--- src/rtl/uart_alu_pkg.sv ---
// +-----------------------------------------------------------------------------
// | Package : uart_alu_pkg
// | Shared types and constants for the UART ALU receive-side packet framer.
// | Revision: 1.0
// +-----------------------------------------------------------------------------
`default_nettype none

package uart_alu_pkg;

  typedef enum logic [2:0] {
    ST_OPCODE  = 3'd0,
    ST_RSVD    = 3'd1,
    ST_LEN_LO  = 3'd2,
    ST_LEN_HI  = 3'd3,
    ST_HDR     = 3'd4,
    ST_PAYLOAD = 3'd5
  } parser_state_t;

  typedef enum logic [1:0] {
    ERR_NONE     = 2'b00,
    ERR_BAD_RSVD = 2'b01,
    ERR_BAD_LEN  = 2'b10,
    ERR_TIMEOUT  = 2'b11
  } err_code_t;

  localparam logic [15:0] HDR_BYTES = 16'd4;
  localparam logic [7:0]  RSVD_BYTE = 8'h00;

endpackage

`default_nettype wire

--- src/rtl/uart_pkt_timer.sv ---
// +-----------------------------------------------------------------------------
// | Module  : uart_pkt_timer
// | Inter-byte idle counter: counts while enabled, pulses expire on the limit.
// | Revision: 1.0
// +-----------------------------------------------------------------------------
`default_nettype none

module uart_pkt_timer #(
  parameter int unsigned TIMEOUT_CYCLES = 33178
) (
  input  logic clk_i,
  input  logic rst_ni,
  input  logic clear_i,
  input  logic enable_i,
  output logic expire_o
);

  localparam int CNT_W = (TIMEOUT_CYCLES < 2) ? 1 : $clog2(TIMEOUT_CYCLES);
  localparam logic [CNT_W-1:0] C_LAST = CNT_W'(TIMEOUT_CYCLES - 1);

  logic [CNT_W-1:0] r_count;
  logic             w_at_last;

  assign w_at_last = (r_count == C_LAST);
  // Expire fires on the edge where the count would reach the limit.
  assign expire_o  = enable_i & ~clear_i & w_at_last;

  always_ff @(posedge clk_i or negedge rst_ni) begin
    if (!rst_ni) begin
      r_count <= '0;
    end else if (clear_i) begin
      r_count <= '0;
    end else if (enable_i) begin
      r_count <= w_at_last ? '0 : r_count + 1'b1;
    end
  end

endmodule

`default_nettype wire

--- src/rtl/uart_pkt_parser.sv ---
// +-----------------------------------------------------------------------------
// | Module  : uart_pkt_parser
// | Decodes the 4-byte UART ALU header, then passes payload through with tlast.
// | Optional inter-byte timeout compiled in with UART_PKT_TIMEOUT_EN.
// | Revision: 1.0
// +-----------------------------------------------------------------------------
`default_nettype none

module uart_pkt_parser
  import uart_alu_pkg::*;
#(
  parameter int unsigned TIMEOUT_CYCLES = 33178
) (
  input  logic        clk_i,
  input  logic        rst_ni,
  input  logic [7:0]  s_axis_tdata_i,
  input  logic        s_axis_tvalid_i,
  output logic        s_axis_tready_o,
  output logic [7:0]  hdr_opcode_o,
  output logic [15:0] hdr_length_o,
  output logic        hdr_valid_o,
  input  logic        hdr_ready_i,
  output logic [7:0]  m_axis_tdata_o,
  output logic        m_axis_tvalid_o,
  input  logic        m_axis_tready_i,
  output logic        m_axis_tlast_o,
  output logic        err_o,
  output logic [1:0]  err_code_o
);

  parser_state_t r_state;
  logic [7:0]    r_opcode_tmp;
  logic [7:0]    r_len_lo;
  logic [15:0]   r_remaining;
  logic [7:0]    r_hdr_opcode;
  logic [15:0]   r_hdr_length;
  logic          r_hdr_valid;
  logic          r_err;
  err_code_t     r_err_code;

  logic          w_in_hdr_bytes;
  logic          w_in_payload;
  logic          w_s_accept;
  logic [15:0]   w_length;
  logic          w_expire;

  assign w_in_hdr_bytes = (r_state == ST_OPCODE) || (r_state == ST_RSVD) ||
                          (r_state == ST_LEN_LO) || (r_state == ST_LEN_HI);
  assign w_in_payload   = (r_state == ST_PAYLOAD);
  assign w_s_accept     = s_axis_tvalid_i & s_axis_tready_o;
  assign w_length       = {s_axis_tdata_i, r_len_lo};

  assign s_axis_tready_o = w_in_hdr_bytes | (w_in_payload & m_axis_tready_i);
  assign m_axis_tdata_o  = s_axis_tdata_i;
  assign m_axis_tvalid_o = w_in_payload & s_axis_tvalid_i;
  assign m_axis_tlast_o  = w_in_payload & (r_remaining == 16'd1);

  assign hdr_opcode_o = r_hdr_opcode;
  assign hdr_length_o = r_hdr_length;
  assign hdr_valid_o  = r_hdr_valid;
  assign err_o        = r_err;
  assign err_code_o   = r_err_code;

`ifdef UART_PKT_TIMEOUT_EN
  logic w_tmr_clear;
  logic w_tmr_enable;

  assign w_tmr_clear  = w_s_accept | (r_state == ST_OPCODE) | (r_state == ST_HDR);
  assign w_tmr_enable = ~s_axis_tvalid_i &
                        ((r_state == ST_RSVD) || (r_state == ST_LEN_LO) ||
                         (r_state == ST_LEN_HI) || (r_state == ST_PAYLOAD));

  uart_pkt_timer #(
    .TIMEOUT_CYCLES (TIMEOUT_CYCLES)
  ) u_timer (
    .clk_i    (clk_i),
    .rst_ni   (rst_ni),
    .clear_i  (w_tmr_clear),
    .enable_i (w_tmr_enable),
    .expire_o (w_expire)
  );
`else
  logic w_unused_timeout;

  assign w_expire         = 1'b0;
  assign w_unused_timeout = |TIMEOUT_CYCLES;
`endif

  always_ff @(posedge clk_i or negedge rst_ni) begin
    if (!rst_ni) begin
      r_state      <= ST_OPCODE;
      r_opcode_tmp <= '0;
      r_len_lo     <= '0;
      r_remaining  <= '0;
      r_hdr_opcode <= '0;
      r_hdr_length <= '0;
      r_hdr_valid  <= 1'b0;
      r_err        <= 1'b0;
      r_err_code   <= ERR_NONE;
    end else begin
      r_err <= 1'b0;
      case (r_state)
        ST_OPCODE: begin
          if (w_s_accept) begin
            r_opcode_tmp <= s_axis_tdata_i;
            r_state      <= ST_RSVD;
          end
        end
        ST_RSVD: begin
          if (w_s_accept) begin
            // A bad reserved byte is dropped; the next byte is treated as an opcode.
            if (s_axis_tdata_i != RSVD_BYTE) begin
              r_err      <= 1'b1;
              r_err_code <= ERR_BAD_RSVD;
              r_state    <= ST_OPCODE;
            end else begin
              r_state <= ST_LEN_LO;
            end
          end
        end
        ST_LEN_LO: begin
          if (w_s_accept) begin
            r_len_lo <= s_axis_tdata_i;
            r_state  <= ST_LEN_HI;
          end
        end
        ST_LEN_HI: begin
          if (w_s_accept) begin
            r_hdr_opcode <= r_opcode_tmp;
            r_hdr_length <= w_length;
            if (w_length < HDR_BYTES) begin
              r_err      <= 1'b1;
              r_err_code <= ERR_BAD_LEN;
              r_state    <= ST_OPCODE;
            end else begin
              r_remaining <= w_length - HDR_BYTES;
              r_hdr_valid <= 1'b1;
              r_state     <= ST_HDR;
            end
          end
        end
        ST_HDR: begin
          if (hdr_ready_i) begin
            r_hdr_valid <= 1'b0;
            r_state     <= (r_remaining == 16'd0) ? ST_OPCODE : ST_PAYLOAD;
          end
        end
        ST_PAYLOAD: begin
          if (w_s_accept) begin
            r_remaining <= r_remaining - 16'd1;
            if (r_remaining == 16'd1) begin
              r_state <= ST_OPCODE;
            end
          end
        end
        default: r_state <= ST_OPCODE;
      endcase

      if (w_expire) begin
        r_err      <= 1'b1;
        r_err_code <= ERR_TIMEOUT;
        r_state    <= ST_OPCODE;
      end
    end
  end

endmodule

`default_nettype wire

--- config.mk ---
export PLATFORM = sky130hd
export DESIGN_NAME = uart_pkt_parser
export DESIGN_NICKNAME = d
export VERILOG_FILES = /design/src/rtl/uart_alu_pkg.sv /design/src/rtl/uart_pkt_timer.sv /design/src/rtl/uart_pkt_parser.sv
export SDC_FILE = /design/constraint.sdc
export NUM_CORES = 1
export LEC_CHECK = 0
export BUFFER_PORTS_ARGS = -buffer_cell sky130_fd_sc_hd__buf_2
export CAP_MARGIN = 20
export CORE_MARGIN = 2
export CORE_UTILIZATION = 57
export DETAILED_ROUTE_END_ITERATION = 8
export GPL_ROUTABILITY_DRIVEN = 1
export PLACE_DENSITY = 0.81
export RECOVER_POWER = 100
export REMOVE_ABC_BUFFERS = 1
export SYNTH_ARGS = -nofsm -noshare
export SYNTH_HDL_FRONTEND = slang
export SYNTH_SLANG_ARGS = --single-unit
--- constraint.sdc ---
create_clock -name clk_i -period 2.6 [get_ports clk_i]
set_input_delay 0.13 -clock clk_i [delete_from_list [all_inputs] [get_ports clk_i]]
set_output_delay 0.13 -clock clk_i [all_outputs]
set_load 0.05 [all_outputs]
; Yosys cells after proc, flatten, opt, wreduce, memory -nomap -nowiden
; Index checks and enable logic that the tools add are counted.
[op_classes]
eq_ne = 16
n_mux = 29
n_lt_le_gt_ge = 1
reduce_logical = 16
addsub = 2
bitwise = 5
[ops]
columns = cell, count
row1 = 2-to-1 mux 16 bit, 3
row2 = one-hot mux 16 bit (2 select lines), 1
row3 = 2-to-1 mux 3 bit, 9
row4 = one-hot mux 3 bit (6 select lines), 1
row5 = == test 16 x 1 -> 1 bit (second input constant), 1
row6 = logical NOT 16 bit, 1
row7 = less-than comparator 16 x 3 -> 1 bit (second input constant), 1
row8 = subtractor 16 x 1 -> 16 bit (second input constant), 1
row9 = subtractor 16 x 3 -> 16 bit (second input constant), 1
row10 = != test 2 bit (second input constant), 6
row11 = 2-to-1 mux 2 bit, 5
row12 = != test 2 x 1 -> 1 bit (second input constant), 4
row13 = AND reduction 4 bit, 2
row14 = nonzero test 8 bit, 1
row15 = 2-to-1 mux 1 bit, 7
row16 = AND reduction 7 bit, 1
row17 = == test 3 x 2 -> 1 bit (second input constant), 2
row18 = == test 3 bit (second input constant), 2
row19 = AND reduction 2 bit, 3
row20 = nonzero test 2 bit, 3
row21 = AND reduction 5 bit, 1
row22 = AND 1 bit, 4
row23 = one-hot mux 1 bit (2 select lines), 2
row24 = one-hot mux 2 bit (2 select lines), 1
row25 = other kinds (4), 6
[totals]
word_cells = 78
regBits = 63

; Depth between registers and ports, before layout
; Gate-level depths: netlist (run 1).
[logic_depth]
depth_word = 8
ltp_mapped = 8
mapped_depth_nobuf = 7

; Worst setup path before layout (run 1)
; Ideal clock, no wire load.
[synth_timing]
path_kind = register -> register
from = register r_remaining[8]
to = register r_state[2]
path_buffers = 0
path_slack_ns = 0.540
arrival_time_ns = 1.936
synth_period_minus_slack_ns = 2.060
path_stages_with_launch = 6
setup_ns = 0.124
cell_sequence = dfrtp_1 > or3_4 > or4_4 > nor4_4 > a31oi_1 > a211o_1
[synth_via]
elab_chain_cells = 4
[synth_rtl]
columns = item, line_no
row1 = start: declaration, uart_pkt_parser.sv:34  ; logic [15:0] r_remaining;
row2 = start signal: assignment, uart_pkt_parser.sv:136  ; r_remaining <= w_length - HDR_BYTES;
row3 = start signal: assignment, uart_pkt_parser.sv:150  ; r_remaining <= r_remaining - 16'd1;
row4 = logical NOT 16 bit, uart_pkt_parser.sv:145  ; r_state <= (r_remaining == 16'd0) ? ST_OPCODE : ST_PAYLOAD;
row5 = 2-to-1 mux 3 bit, uart_pkt_parser.sv:145
row6 = 2-to-1 mux 3 bit, uart_pkt_parser.sv:143  ; if (hdr_ready_i) begin
row7 = one-hot mux 3 bit (6 select lines), uart_pkt_parser.sv:102  ; case (r_state)
row8 = end signal: assignment, uart_pkt_parser.sv:145
row9 = end: declaration, uart_pkt_parser.sv:31  ; parser_state_t r_state;
; Parallel ways exist; a longest one is shown, timed or not. The select of a mux whose other input is x is not followed.
; A chain may end at the register's enable or synchronous reset.

; Worst setup path in the final report (run 1)
[layout_timing]
from = register r_remaining[8]
to = output m_axis_tlast_o
[layout_via]
elab_chain_cells = 2
[layout_rtl]
columns = item, line_no
row1 = == test 16 x 1 -> 1 bit, uart_pkt_parser.sv:56  ; assign m_axis_tlast_o = w_in_payload & (r_remaining == 16'd1);
row2 = AND 1 bit, uart_pkt_parser.sv:56
row3 = end: declaration, uart_pkt_parser.sv:26  ; output logic m_axis_tlast_o,
; Every way passes these cells.

==> results of run 1 <==
==> area by class of cell <==
type | count | area, um2 | area share, %
clock buffer | 9 | 124 | 3.30
timing repair buffer | 62 | 282 | 7.51
sequential | 63 | 1580 | 42.0
tap | 72 | 90.1 | 2.40
multi-input combinational | 223 | 1580 | 42.0
inverter | 8 | 30.0 | 0.801
clock inverter | 7 | 71.3 | 1.90
==> state kept, by name, summed over array words and instances (netlist names) <==
signal / cells
err_code_o: 2
r_remaining: 16
hdr_opcode_o: 8
r_len_lo: 8
err_o: 1
r_state: 3
hdr_valid_o: 1
r_opcode_tmp: 8
hdr_length_o: 16
==> worst max-delay path, stage by stage, from the launching register on <==
cell	delay (ps)
dfrtp_1	440
or3_4	440
or4_4	480
nor4_4	310
and2_2	180
clkbuf_4	220
==> Yosys cell counts (2+ instances only) <==
library cell  number
dfrtp_1           63
mux2_2            36
nor2_1            26
nand2_1           25
o21ai_0           24
a21oi_1           18
clkbuf_1          11
buf_4              8
inv_1              8
xnor2_1            7
nand3_1            5
nor3_1             5
nor4_1             5
a22oi_1            4
o21a_1             4
a22o_1             3
a31oi_1            3
buf_2              3
ha_1               3
nand2b_1           3
nand3b_1           3
nand4_1            3
nor4_4             3
o211ai_1           3
or4_1              3
a211o_1            2
a2bb2oi_1          2
and3b_1            2
nand4b_1           2
nor2b_1            2
o311ai_0           2
or4_4              2
==> logic make-up after synthesis <==
| kind of cell | share of synthesized area, % |
|---|---|
| XOR/XNOR | 2.11 |
| multiplexers | 12.2 |
| AO/OA/AOI/OAI | 14.6 |
| adder cells (fa/ha/maj) | 1.13 |
| AND/OR/NAND/NOR | 17.8 |
| buffers and inverters | 4.53 |
| flip-flops | 47.5 |
==> per-stage QoR <==
step | area, um2 | power, uW | hold WS (ps) | cells
after floorplan | 3200 | 2050 | -166 | 294
after global placement | 3610 | 2330 | 112 | 426
after detailed placement | 3610 | 2370 | 119 | 426
after CTS | 3820 | 3210 | 101 | 444
after global routing | 3750 | 3360 | 129 | 444
final | 3750 | 3190 | 121 | 444
==> repair_timing <==
| item | in CTS | in global routing |
|---|---|---|
| setup endpoints to repair | 0 | 1 |
| resized for setup | 0 | 1 |
| hold buffers | 2 | 0 |
| hold endpoints to repair | 20 | 0 |
==> power by group through the flow <==
stage | combinational [uW] | clock [uW] | sequential, uW
global placement | 896 | 0 | 1440
detailed placement | 917 | 0 | 1460
finish | 903 | 832 | 1450
floorplan | 565 | 0 | 1480
CTS | 923 | 848 | 1440
global route | 989 | 892 | 1480
==> path summary, 6_finish.rpt <==
kind | to | slack, ps | cells past startpoint
min | r_len_lo[3] | 120 | 3
max | m_axis_tlast_o | 80 | 5
min in group asynchronous | err_code_o[0] | 540 | 2
min reg2reg | hdr_opcode_o[2] | 510 | 1
max reg2reg | r_state[2] | 220 | 7
max in group asynchronous | r_len_lo[7] | 940 | 3
==> routing by layer <==
layer	vias up	GRT usage, %	wire length (um)	share of wire [%]
met4	0	8.98	91	1.2
li1	1254	-	-	-
met5	-	0	0	0
met1	1299	33.7	3250	44
met3	9	7.30	611	8.2
met2	138	38.8	3470	47
==> run metrics, run 1 <==
status finished, final reports clean; DP Worst Slack 377 ps; HP Class input pin to flip-flop; worst setup margin 81.0 ps; die width 80.3 um; Synth-to-Final Area Change 13.1%; nature of the critical path startpoint flip-flop; Yosys top cell by area dfrtp_1; sw power 1190 uW; DRC 0; clock share of power a little over a quarter; final setup fails 0; max-slew violations 0; largest net degree at the start of global routing 27; Seq pwr share about 46%; commonest non-fill, non-tap cell in the layout dfrtp_1; # Max-Cap Violations 0; PortBufs between 50 and 60; Int Pwr about 2000 uW; Synth Register Bits 63; antenna diode count 0; minimum clock period around 2500 ps; Power Dens Cells 850 nW/um2; Die ar. around 6400 um2; vias 2700; skew final roughly 8 ps; Final #Nets ~380; CP arrival approximately 2400 ps; clock edge transition at the registers on the reported setup and hold paths roughly 70 ps; Setup crit start r_remaining[8]; core area roughly 5600 um2; data required time at the worst endpoint approximately 2500 ps; largest cells by area after synthesis dfrtp_1 (48%), mux2_2 (12%), o21ai_0 (3.6%); share of cells above drive strength 1 22.0%; WL/cell between 15 and 20 um; Yosys Warn Count 0; Routed WL between 7 and 8 mm; fin util roughly 67%; all-layer global routing usage 25.1%; RR Startpoint r_remaining[0]; Std-Cell Rows 27; final antenna-violating net count 0; CTS Buf Count 9; crit path capture type primary output; initial cell density of the core between 50% and 60%; CTS root buffer clkbuf_8; most frequent cells in the layout dfrtp_1 (63), clkbuf_1 (41), mux2_2 (36), nor2_1 (27); Rel. slew slack around 22%; post-synth top area share 47.5%; sequential fraction of the synthesis area between 40% and 50%; first-pass GRT wire length ~12 mm; antenna violations before repair 0; Mapped Area between 3000 and 4000 um2; CTS max path bufs 2; Final period util 96.9%; H-tree levels 3; Hold Violations, Final 0; Comb pwr share 28.3%; CP Max Fanout 6; Netlist cell types 56; Via density 6.08; RSZ-0062 raised after global routing false; Sink Count 63; post-CTS setup buffers 0; Setup TNS 0 ps; sw frac a little under two fifths; Mapped Cells between 300 and 400; peak supply drop between 0.0005 and 0.0006 V; number of flops mapped to enable cells by yosys 0; die height 80.3 um; hold_sp s_axis_tdata_i[3]; Iteration-0 DRC Markers 255; DP HPWL 5.40 mm; worst-margin pin slew between 1000 and 1500 ps; fillers roughly 460; IO Pins 52; vias in the first global route ~2600; CTS tree built; Placer Congestion ~0.91; fmax about 0.40 GHz; ys async rst share 100%; top_reg_cell synth dfrtp_1; grt ovf 0; Avg Cell Area, Syn ~10 um2; Initial DRT Pass Iterations 6; clk_lat worst skew 330 ps; Pleak around 0.0016 uW; Setup Crit Path Kind flip-flop to primary output
(Power assumes the default switching activity.)
==> run 2: changes to the inputs <==
Settings changed: HOLD_SLACK_MARGIN set to 0.15.
==> run metrics, run 2 (synthesized netlist as in run 1, its figures left out) <==
post-CTS setup buffers 0; clock edge transition at the registers on the reported setup and hold paths ~70 ps; Synth-to-Final Area Change 14.7%; RSZ-0062 raised after global routing false; fillers 450; # Max-Cap Violations 0; nature of the critical path startpoint flip-flop; core area around 5600 um2; crit path capture type primary output; fmax roughly 0.40 GHz; Via density around 6; final setup fails 0; Hold Violations, Final 0; status finished, final reports clean; minimum clock period roughly 2500 ps; largest net degree at the start of global routing 27; skew final a little over 7 ps; Final #Nets 389; WL/cell approximately 17 um; DRC 0; vias 2713; Placer Congestion 0.909; Iteration-0 DRC Markers between 200 and 250; Routed WL ~7.5 mm; first-pass GRT wire length 12.6 mm; data required time at the worst endpoint between 2000 and 2500 ps; Setup TNS 0 ps; Hold Path Depth 2; all-layer global routing usage between 20% and 30%; max-slew violations 0; Sink Count between 60 and 70; peak supply drop between 0.0005 and 0.0006 V; Std-Cell Rows 27; Inst Count DP 426; CP arrival 2390 ps; CTS Buf Count 9; IO Pins 52; HP Class input pin to flip-flop; Rel. slew slack 22.7%; fin cells 450; Initial DRT Pass Iterations 4; worst-margin pin slew around 1200 ps; die width 80.3 um; clk_lat worst skew between 300 and 400 ps; CTS max path bufs 2; Die ar. between 6000 and 7000 um2; antenna violations before repair 0; antenna diode count 0; commonest non-fill, non-tap cell in the layout dfrtp_1; DP HPWL between 5 and 6 mm; CTS tree built; die height about 80 um; Power Dens Cells 841 nW/um2; vias in the first global route approximately 2600; reg2reg path depth 7; H-tree levels 3; CTS root buffer clkbuf_8; grt ovf 0; Setup Crit Path Kind flip-flop to primary output; PortBufs between 50 and 60; Final period util just under 100%; Pleak ~0.0017 uW; initial cell density of the core about three fifths; share of cells above drive strength 1 between 20% and 30%; most frequent cells in the layout dfrtp_1 (63), clkbuf_1 (41), mux2_2 (36), nor2_1 (27); CP Max Fanout 6; final antenna-violating net count 0
-- run 2: cell types whose count changed in the layout (fill, tap and decap cells not counted), sizes merged --
| cell | before | now |
|---|---|---|
| dlygate4sd3 | 2 | 8 |
-- run 2: final timing paths --
path	startpoint	endpoint	slack [ps]
setup reg to reg	r_remaining[0]	r_state[2]	240
max in group asynchronous	rst_ni	r_remaining[11]	940
hold reg to reg	hdr_length_o[0]	hdr_length_o[0]	510
hold / removal	s_axis_tdata_i[6]	r_len_lo[6]	180
min in group asynchronous	rst_ni	err_code_o[0]	540
setup / recovery	r_remaining[8]	m_axis_tlast_o	80
-- run 2: per-stage QoR --
stage	utilization, %	power (uW)	hold slack [ps]	cell area, um2	setup slack (ps)
2_1_floorplan	-	2050	-166	3200	529
3_3_place_gp	64.7	2330	112	3610	442
3_5_place_dp	64.7	2370	119	3610	377
4_1_cts	69.7	3220	162	3880	40.0
5_1_grt	68.2	3370	177	3800	3.13
6_report	68.2	3200	183	3800	81.8
-- run 2: worst max-delay path, cell delays in order (launching register included) --
cell,delay [ps]
dfrtp_1,440
or3_4,440
or4_4,480
nor4_4,310
and2_2,180
clkbuf_4,220
-- run 2: timing repair --
item / CTS / global route
resized for setup: 0 / 1
endpoints found under the hold margin: 33 / 0
hold buffers: 8 / 0
setup endpoints to repair: 0 / 1
-- run 2: area by class of cell --
type                    instances  area (um2)  share of cell area, %
repair buffers                 68         344                   9.05
well taps                      72        90.1                   2.37
flip-flops and latches         63        1580                   41.4
clock buffers                   9         124                   3.26
inverters                       8        30.0                  0.789
clock inverters                 7        71.3                   1.87
multi-input cells             223        1570                   41.2
-- run 2: power by group --
| part | switching (uW) | leakage [uW] | internal (uW) |
|---|---|---|---|
| Sequential | 254 | 0.000816 | 1200 |
| Combinational | 539 | 0.000752 | 374 |
| Clock | 394 | 0.0000916 | 442 |
| Total | 1190 | 0.00166 | 2010 |
-- run 2: per-layer routing --
metal	track usage, %	share of wire [%]	wire length, um
met1	33.9	44	3320
met2	39.8	48	3600
met3	7.42	7.5	568
met4	8.98	0.81	61
met5	0	0	0
